===== src/rtl/output_capture_fifo.sv =====
// Capture FIFO for the (a|b)^constant stage output.
// Buffers words and keeps a running XOR signature, word count and stall flag.
module output_capture_fifo #(
   parameter int WIDTH = 32,
   parameter int DEPTH = 4
) (
   input  logic             clk,
   input  logic             rst_n,
   input  logic             clear,
   input  logic [WIDTH-1:0] in_data,
   input  logic             in_valid,
   output logic             in_ready,
   output logic [WIDTH-1:0] out_data,
   output logic             out_valid,
   input  logic             out_ready,
   output logic [WIDTH-1:0] sig,
   output logic [15:0]      word_cnt,
   output logic             stall_seen
);

   localparam int AW = $clog2(DEPTH);
   localparam int CW = $clog2(DEPTH + 1);
   localparam logic [CW-1:0] FULL = CW'(DEPTH);

   logic [WIDTH-1:0] mem [DEPTH];
   logic [AW-1:0]    wr_ptr;
   logic [AW-1:0]    rd_ptr;
   logic [CW-1:0]    count;
   logic             push;
   logic             pop;

   // Handshake status comes only from registered occupancy.
   assign in_ready  = (count < FULL);
   assign out_valid = (count != '0);
   assign out_data  = out_valid ? mem[rd_ptr] : '0;

   assign push = in_valid & in_ready & ~clear;
   assign pop  = out_valid & out_ready & ~clear;

   always_ff @(posedge clk or negedge rst_n) begin
      if (!rst_n) begin
         wr_ptr     <= '0;
         rd_ptr     <= '0;
         count      <= '0;
         sig        <= '0;
         word_cnt   <= '0;
         stall_seen <= 1'b0;
      end else if (clear) begin
         wr_ptr     <= '0;
         rd_ptr     <= '0;
         count      <= '0;
         sig        <= '0;
         word_cnt   <= '0;
         stall_seen <= 1'b0;
      end else begin
         if (push) begin
            wr_ptr   <= wr_ptr + 1'b1;
            sig      <= sig ^ in_data;
            word_cnt <= word_cnt + 16'd1;
         end
         if (pop)
            rd_ptr <= rd_ptr + 1'b1;
         if (push && !pop)
            count <= count + 1'b1;
         else if (pop && !push)
            count <= count - 1'b1;
         if (in_valid && !in_ready)
            stall_seen <= 1'b1;
      end
   end

   // Storage is left unreset; empty slots are masked on out_data.
   always_ff @(posedge clk) begin
      if (push)
         mem[wr_ptr] <= in_data;
   end

endmodule


===== config.mk =====
export PLATFORM = sky130hd
export DESIGN_NAME = output_capture_fifo
export DESIGN_NICKNAME = d
export VERILOG_FILES = /design/src/rtl/output_capture_fifo.sv
export SDC_FILE = /design/constraint.sdc
export NUM_CORES = 1
export LEC_CHECK = 0
export BUFFER_PORTS_ARGS = -buffer_cell sky130_fd_sc_hd__buf_2
export CAP_MARGIN = 20
export CORE_MARGIN = 3
export CORE_UTILIZATION = 40
export DETAILED_ROUTE_END_ITERATION = 16
export SLEW_MARGIN = 10
export SYNTH_ARGS = -nofsm -noshare
export SYNTH_HDL_FRONTEND = slang
export SYNTH_SLANG_ARGS = --single-unit

===== constraint.sdc =====
create_clock -name clk -period 6.8 [get_ports clk]
set_input_delay 0.34 -clock clk [delete_from_list [all_inputs] [get_ports clk]]
set_output_delay 0.34 -clock clk [all_outputs]
set_load 0.05 [all_outputs]

* Word-level counts from Yosys, hierarchy flattened *
Memories as Yosys holds them, arrays and structs flattened.
Cells that the tools add are included.

storage, ports and cells
  flip-flop bits (word level) = 56
  output and inout bits = 83
  memories kept = 1
  word-level logic and storage cells = 46
  RAM bits = 128

operators by class
  order comparisons = 1
  multiplexer cells = 16
  add/sub/neg operators = 5
  bitwise logic cells = 6
  reductions and logical operators = 11

memory list
  memory  depth  width  read ports  clocked after memory_dff  write ports  RTL line  source
  mem     4      32     1           0                         1            25        logic [WIDTH-1:0] mem [DEPTH];

operators by type and width
  kind                   number
  $mux 32                3
  $mux 16                2
  $xor 32x32->32         1
  $add 16x1->16 const B  1
  $mux 3                 3
  $mux 2                 4
  $reduce_bool 2->1      3
  $reduce_bool 3->1      2
  $add 2x1->2 const B    2
  $and 1x1->1            4
  $mux 1                 4
  $add 3x1->3 const B    1
  $logic_and 1x1->1      3
  $logic_not 1->1        3
  $lt 3x3->1 const B     1
  $sub 3x1->3 const B    1
  $not 1->1              1

* Longest topological paths before layout *
Gate-level depths: netlist of the first run.

  word-level depth = 8
  depth in mapped cells = 9
  mapped depth without buffers = 7

* Worst setup path after synthesis of the first run *
OpenSTA, ideal clock, no wires.

  kind = reg-to-reg
  from = register count[2]
  to = memory mem[0][0] (enable)
  data arrival time = 1821 ps
  path buffers = 2
  data required time = 6408 ps
  library setup time = 392 ps
  slack = 4587 ps
  stages on the path, launching flop included = 6
  cell sequence = dfrtp_1 > buf_6 > nor2b_2 > buf_4 > nor2b_1 > and2_1

between the ends
  cells in the longest elaborated chain, start to end = 5

RTL lines
  what                          RTL line  source
  from (decl)                   28        logic [CW-1:0] count;
  from (signal assigned)        64        count <= count + 1'b1;
  from (signal assigned)        66        count <= count - 1'b1;
  $lt 3x3->1                    33        assign in_ready = (count < FULL);
  $and 1x1->1 (2 in a row)      37        assign push = in_valid & in_ready & ~clear;
  $mux 1                        74        if (push)
  $mux 1 (implied by the code)  75        mem[wr_ptr] <= in_data;
  to (decl)                     25

No other way between the ends.

* Worst setup path in the final report of the first run *
  from = register rd_ptr[0]
  to = output out_data[27]

between the ends
  cells in the longest elaborated chain, start to end = 2

RTL lines
  what                    RTL line  source
  from (decl)             27        logic [AW-1:0] rd_ptr;
  from (signal assigned)  62        rd_ptr <= rd_ptr + 1'b1;
  $mem_v2 4x32            -
  $mux 32                 35        assign out_data = out_valid ? mem[rd_ptr] : '0;
  to (decl)               13        output logic [WIDTH-1:0] out_data,

No other way between the ends.

==> impl_metrics.py, run 1 <==
metrics = {
    "setup_path": {
        "critical_path_peak_fanout": 20,
        "cp-start-kind": "register",
        "setup.worst_path.end_class": "output port",
        "critPathRequiredTime_ps": 6460,
        "crit_arrival_ps": 2550,
        "setup.worst_path.class": "reg2out",
    },
    "sta": {
        "fmaxAchievable_mhz": 346,
        "post-route-min-period_ps": 2890,
        "setup-violations-final": 0,
        "fin_setup_tns_ps": 0,
        "worstMarginPinSlew_ps": 899,
        "final_setup_skew_ps": 7.84,
        "post-route-period-util_pct": 42.6,
        "worst_slew_margin_rel_pct": 40.1,
        "report.final.slew_viol_count": 0,
        "final_hold_viol_count": 0,
        "holdWs_ps": 79.6,
        "rsz_0062_raised_after_global_routing": "no",
    },
    "outcome": {
        "status": "finished, final reports clean",
    },
    "route": {
        "wl_per_cell_um": 17.7,
        "viasPerCell": 4.92,
        "routed_wl_mm": 14.7,
        "postRouteAntennaNets": 0,
        "first_pass_iters": 5,
        "num_vias": 4100,
        "drc": 0,
        "drtIter0Drc": 167,
    },
    "synthesis": {
        "synth_seq_cells": 184,
        "mappedNetlistArea_um2": 7520,
        "syn-instance-count": 472,
        "synth_warnings": 0,
        "synth_top_area_share_pct": 51.1,
        "synth_simple_gate_area_share_pct": 10.7,
        "synth_area_leaders": "edfxtp_1, dfrtp_1, mux4_2",
        "syn_nets": 515,
        "synth.area.mux_share_pct": 9.92,
        "yosys.area_share.adder_pct": 1.10,
        "syn_area_per_cell_um2": 15.9,
        "yosysTopAreaCell": "edfxtp_1",
        "synth_top_family_by_area": "simple AND/OR/NAND/NOR gates",
        "count_of_unique_library_cells_instantiated_by_yosys": 39,
        "post_synth_xor_area_fraction_pct": 5.71,
        "synth-compound-area-share_pct": 0.965,
        "seq_area_frac_synth_pct": 69.8,
    },
    "die": {
        "initial_core_util_pct": 41.3,
        "die_area_um2": 20500,
        "die_w_um": 143,
        "placeableCoreArea_um2": 18200,
        "placement_rows": 49,
        "die_y_um": 143,
        "ioPinCount": 120,
    },
    "cts": {
        "cts_made_buffers": 17,
        "clk-insertion-delay-late_ps": 430,
        "buffer_cell_driving_the_clock_tree_root": "clkbuf_16",
        "clock_sink_count": 184,
        "holdBufCountCts": 0,
        "cts.repair.resized": 0,
        "cts_setup_buffers": 0,
        "clockBufferDepth": 2,
        "tritoncts": "done",
        "cts_max_level": 4,
        "clk_pin_slew_ps": 60,
    },
    "cells_and_area": {
        "final_cells": 834,
        "antenna_cells_inserted": 0,
        "layout.nets": 635,
        "filler_cell_count": 1541,
        "finalInstanceArea_um2": 8950,
        "area_growth_syn_to_layout_pct": 19.0,
        "final_layout_size_suffix_gt1_share_pct": 33.2,
    },
    "placed_design": {
        "io_port_bufs": 119,
        "gp_congestion": 0.779,
        "cell_count_after_placement": 800,
        "detailedPlacementHpwl_mm": 8.86,
        "place_area_um2": 8330,
    },
    "power": {
        "leakagePower_nw": 3.59,
        "cellPowerDensity_nw_per_um2": 400,
        "ir_drop_v": 0.000181,
    },
    "grt": {
        "all_layer_gr_usage_pct": 15.3,
        "grt_start_max_net_pins": 60,
        "grt_pass1_wl_mm": 23.6,
        "grt_antenna_before_repair": 0,
        "grt_pass1_vias": 4431,
        "grt_ovf": 0,
    },
    "flow_run": {
        "max_cap_check_violation_count": 0,
    },
    "min_path": {
        "hold_path.class": "in2async",
    },
}
[cell families (layout without fill, tap and decap cells)]
family	Yosys count	after routing
xor+xnor	49	49
mux	34	34
fa+ha+maj	6	6
flops	184	184
simple gates	159	159
buf+inv	30	163
compound gates	10	10
[sequential cells by signal, summed over array words and instances, names as in the netlist]
signal and flops:
mem 128, sig 32, word_cnt 16, count 3, rd_ptr 2, wr_ptr 2, stall_seen 1
[layer usage]
layer / global-route usage [%] / vias up / share of wire, %
met4: 4.85 / 0 / 1.2
met5: 0 / - / 0
met3: 4.62 / 12 / 5.2
li1: - / 1942 / -
met1: 19.3 / 2048 / 43
met2: 25.6 / 98 / 51
[final cells by class]
class / instances / area (um^2) / share of cell area [%]
sequential: 184 / 5250 / 58.6
tap: 229 / 287 / 3.20
multi-input combinational: 258 / 2150 / 24.0
clock inverter: 11 / 109 / 1.22
inverter: 7 / 26.3 / 0.294
timing repair buffer: 124 / 661 / 7.38
clock buffer: 21 / 470 / 5.26
[path summary, 6_finish.rpt]
path	startpoint	to	slack, ps	cells after the start
max in group asynchronous	rst_n	rd_ptr[0]	6170	2
max reg2reg	count[2]	mem[2][3]	4060	4
min reg2reg	stall_seen	stall_seen	500	2
min in group clk	in_data[30]	mem[0][30]	140	1
min	rst_n	word_cnt[15]	80	2
max	rd_ptr[0]	out_data[27]	3910	4
[critical path, cell delays in order, from the launching register on]
cell     delay (ps)
dfrtp_2         690
buf_4           470
mux4_2          580
and2_1          170
buf_2           200
[Yosys cell counts, drive strengths merged]
library cell	n
edfxtp	128
dfrtp	56
nor2	56
nand2	39
and2	37
xor2	37
mux4	32
clkbuf	12
xnor2	12
buf	11
inv	7
a21oi	6
ha	5
nor3	5
nand4	4
nor4	4
nand3	3
nor2b	3
nand3b	2
or3	2
a211oi	1
a31o	1
and4b	1
fa	1
mux2	1
mux2i	1
nand2b	1
nand4b	1
nor4b	1
o21ai	1
o31ai	1
[through the flow]
stage | setup slack, ps | power, mW | util (%)
2_1_floorplan | 4590 | 2.36 | -
3_3_place_gp | 3880 | 2.62 | 45.7
3_5_place_dp | 3780 | 2.64 | 45.7
4_1_cts | 3780 | 3.61 | 48.9
5_1_grt | 3690 | 3.75 | 49.1
6_report | 3910 | 3.58 | 49.1
[report_power, final]
group	switching (mW)	internal, mW	leakage, nW
combinational	0.851	0.380	1.38
clock	0.418	0.541	0.291
sequential	0.0906	1.30	1.91
total	1.36	2.22	3.59
[cell usage in the layout (no fill, tap or decap), types with 2 or more instances in the layout]
cell       synthesis  layout
buf_4              2       3
nor4_1             3       3
clkbuf_16          0      17
ha_1               5       5
xor2_1            37      37
and2_2             0       4
or3_1              2       2
mux4_2            32      32
nand2_1           39      39
and2_1            37      33
dfrtp_2            0       2
inv_1              7       7
edfxtp_1         128     128
clkbuf_8           0       3
clkinv_2           0       3
nor2b_1            2       2
nor2_1            56      56
nand3_1            2       2
inv_6              0       5
dfrtp_1           56      54
nand4_1            3       3
nor3_1             5       5
a21oi_1            6       6
buf_2              7     119
xnor2_1           12      12
Power figures use the tool's default switching activity.
==> run 2, diff against run 1 <==
clock period = 2.5 ns   (was 6.8 ns; I/O delays follow)
==> impl_metrics.py, run 2 (same netlist as run 1, synthesis figures left out) <==
metrics = {
    "setup_path": {
        "worst_r2r_endpoint": "count[2]",
        "setup.worst_path.end_class": "output port",
        "rr_startpoint": "count[2]",
        "critical_path_peak_fanout": 23,
        "critPathRequiredTime_ps": 2380,
        "crit_arrival_ps": 2170,
        "timing.critical_path.cells": "or3_1 > buf_4 > and2_1 > buf_2",
        "timing.critical_path.slowest_cell_delay_ps": 580,
        "worst-r2r-setup-slack_ps": 610,
        "crit_path_top_delay_cell": "dfrtp_1",
        "reg2reg_depth": 7,
        "cp-start-kind": "register",
        "setup.worst_path.class": "reg2out",
    },
    "sta": {
        "worstMarginPinSlew_ps": 832,
        "worst_slew_margin_rel_pct": 44.5,
        "post-route-min-period_ps": 2290,
        "post-route-period-util_pct": 91.7,
        "final_setup_skew_ps": 9.35,
        "fmaxAchievable_mhz": 436,
        "setup-violations-final": 0,
        "fin_setup_tns_ps": 0,
        "report.final.slew_viol_count": 0,
        "rsz_0062_raised_after_global_routing": "no",
        "final_hold_viol_count": 0,
    },
    "power": {
        "cellInternalPower_mw": 6.26,
        "pwr-share-comb_pct": 34.9,
        "total_switching_power_mw": 3.72,
        "cellPowerDensity_nw_per_um2": 1060,
        "ir_drop_v": 0.000562,
        "leakagePower_nw": 3.78,
        "seq_power_share_pct": 37.5,
        "netSwitchingFraction_pct": 37.3,
        "clkPwrFrac_pct": 27.6,
    },
    "cts": {
        "cts_made_buffers": 17,
        "cts_max_level": 4,
        "cts_setup_buffers": 0,
        "buffer_cell_driving_the_clock_tree_root": "clkbuf_16",
        "tritoncts": "done",
        "clockBufferDepth": 2,
        "clock_sink_count": 184,
        "holdBufCountCts": 33,
        "cts.repair.resized": 0,
        "clk-insertion-delay-late_ps": 420,
        "clk_pin_slew_ps": 70,
    },
    "placed_design": {
        "place_area_um2": 8460,
        "gp_congestion": 0.793,
        "detailedPlacementHpwl_mm": 9.94,
        "io_port_bufs": 119,
        "cell_count_after_placement": 810,
    },
    "cells_and_area": {
        "area_growth_syn_to_layout_pct": 25.1,
        "final_cells": 875,
        "layout_commonest_cell": "edfxtp_1",
        "layout.cells.most_common_list": "edfxtp_1, buf_2, nor2_1",
        "final_layout_size_suffix_gt1_share_pct": 32.4,
        "top_flop_regs": "mem (128), sig (32), word_cnt (16)",
        "antenna_cells_inserted": 0,
        "finalInstanceArea_um2": 9410,
        "top_register": "mem",
        "largest_reg_flops": 128,
        "layout.nets": 676,
        "post-route-util_pct": 51.7,
    },
    "die": {
        "placement_rows": 49,
        "placeableCoreArea_um2": 18200,
        "die_y_um": 143,
        "ioPinCount": 120,
        "die_area_um2": 20500,
        "initial_core_util_pct": 41.3,
        "die_w_um": 143,
    },
    "grt": {
        "all_layer_gr_usage_pct": 15.9,
        "grt_start_max_net_pins": 59,
        "grt_ovf": 0,
        "grt_pass1_vias": 4527,
        "grt_pass1_wl_mm": 24.7,
        "grt_antenna_before_repair": 0,
    },
    "route": {
        "routed_wl_mm": 15.5,
        "wl_per_cell_um": 17.7,
        "first_pass_iters": 4,
        "postRouteAntennaNets": 0,
        "num_vias": 4273,
        "drc": 0,
        "drtIter0Drc": 208,
        "viasPerCell": 4.88,
    },
    "min_path": {
        "worst_hold_startpoint": "in_valid",
        "hold_path.class": "in2reg",
        "worstHoldPathCells": 3,
        "min_delay_worst_endpoint": "count[2]",
    },
    "flow_run": {
        "max_cap_check_violation_count": 0,
    },
    "outcome": {
        "status": "finished, final reports clean",
    },
}
run 2: cell count changes in the layout (fill, tap and decap cells not counted), sizes merged, moves of 2 or more:
cell         before  now
inv              13   11
dlygate4sd3       0   33
buf             124  132
clkbuf           21   19
bufinv            1    3
run 2: worst max path at each step:
stage,end,slack (ps),cells past startpoint,startpoint
finish,out_data[7],210,4,count[2]
global route,out_data[31],30,4,count[2]
CTS,out_data[1],150,4,rd_ptr[0]
detailed placement,out_data[1],610,4,rd_ptr[0]
global placement,out_data[16],620,4,rd_ptr[0]
floorplan,mem[0][0],290,5,count[2]
run 2: worst max-delay path, delay by kind of cell, from the launching register on:
family,cells,cell delay (ps)
flip-flops,1,580
AND/OR/NAND/NOR,2,580
buffers and inverters,2,590
run 2: routing by layer:
metal	wire, um	vias up	share of wire (%)	global-route usage (%)
met3	698	6	4.5	4.45
met1	6780	2157	44	19.9
met4	89	0	0.58	3.45
met2	7910	104	51	27.7
li1	-	2006	-	-
met5	0	-	0	0
run 2: per-stage QoR:
stage	total power [mW]	worst slack (ps)	hold WS, ps
2_1_floorplan	6.42	287	-171
5_1_grt	10.4	33.8	80.7
6_report	9.97	208	57.1
4_1_cts	10.1	150	39.8
3_5_place_dp	7.30	610	274
3_3_place_gp	7.26	621	269
run 2: power groups by stage:
stage               sequential (mW)  combinational (mW)  clock, mW
floorplan                      4.04                2.37          0
global placement               3.79                3.47          0
detailed placement             3.81                3.49          0
CTS                            3.75                3.54       2.82
global route                   3.77                3.72       2.95
finish                         3.74                3.48       2.76
run 2: final cells by class:
type,count,area [um^2]
Timing Repair Buffer,165,1090
Tap cell,229,287
Clock inverter,13,169
Fill cell,1524,8800
Inverter,7,26.3
Clock buffer,19,443
Multi-Input combinational cell,258,2150
Sequential cell,184,5250
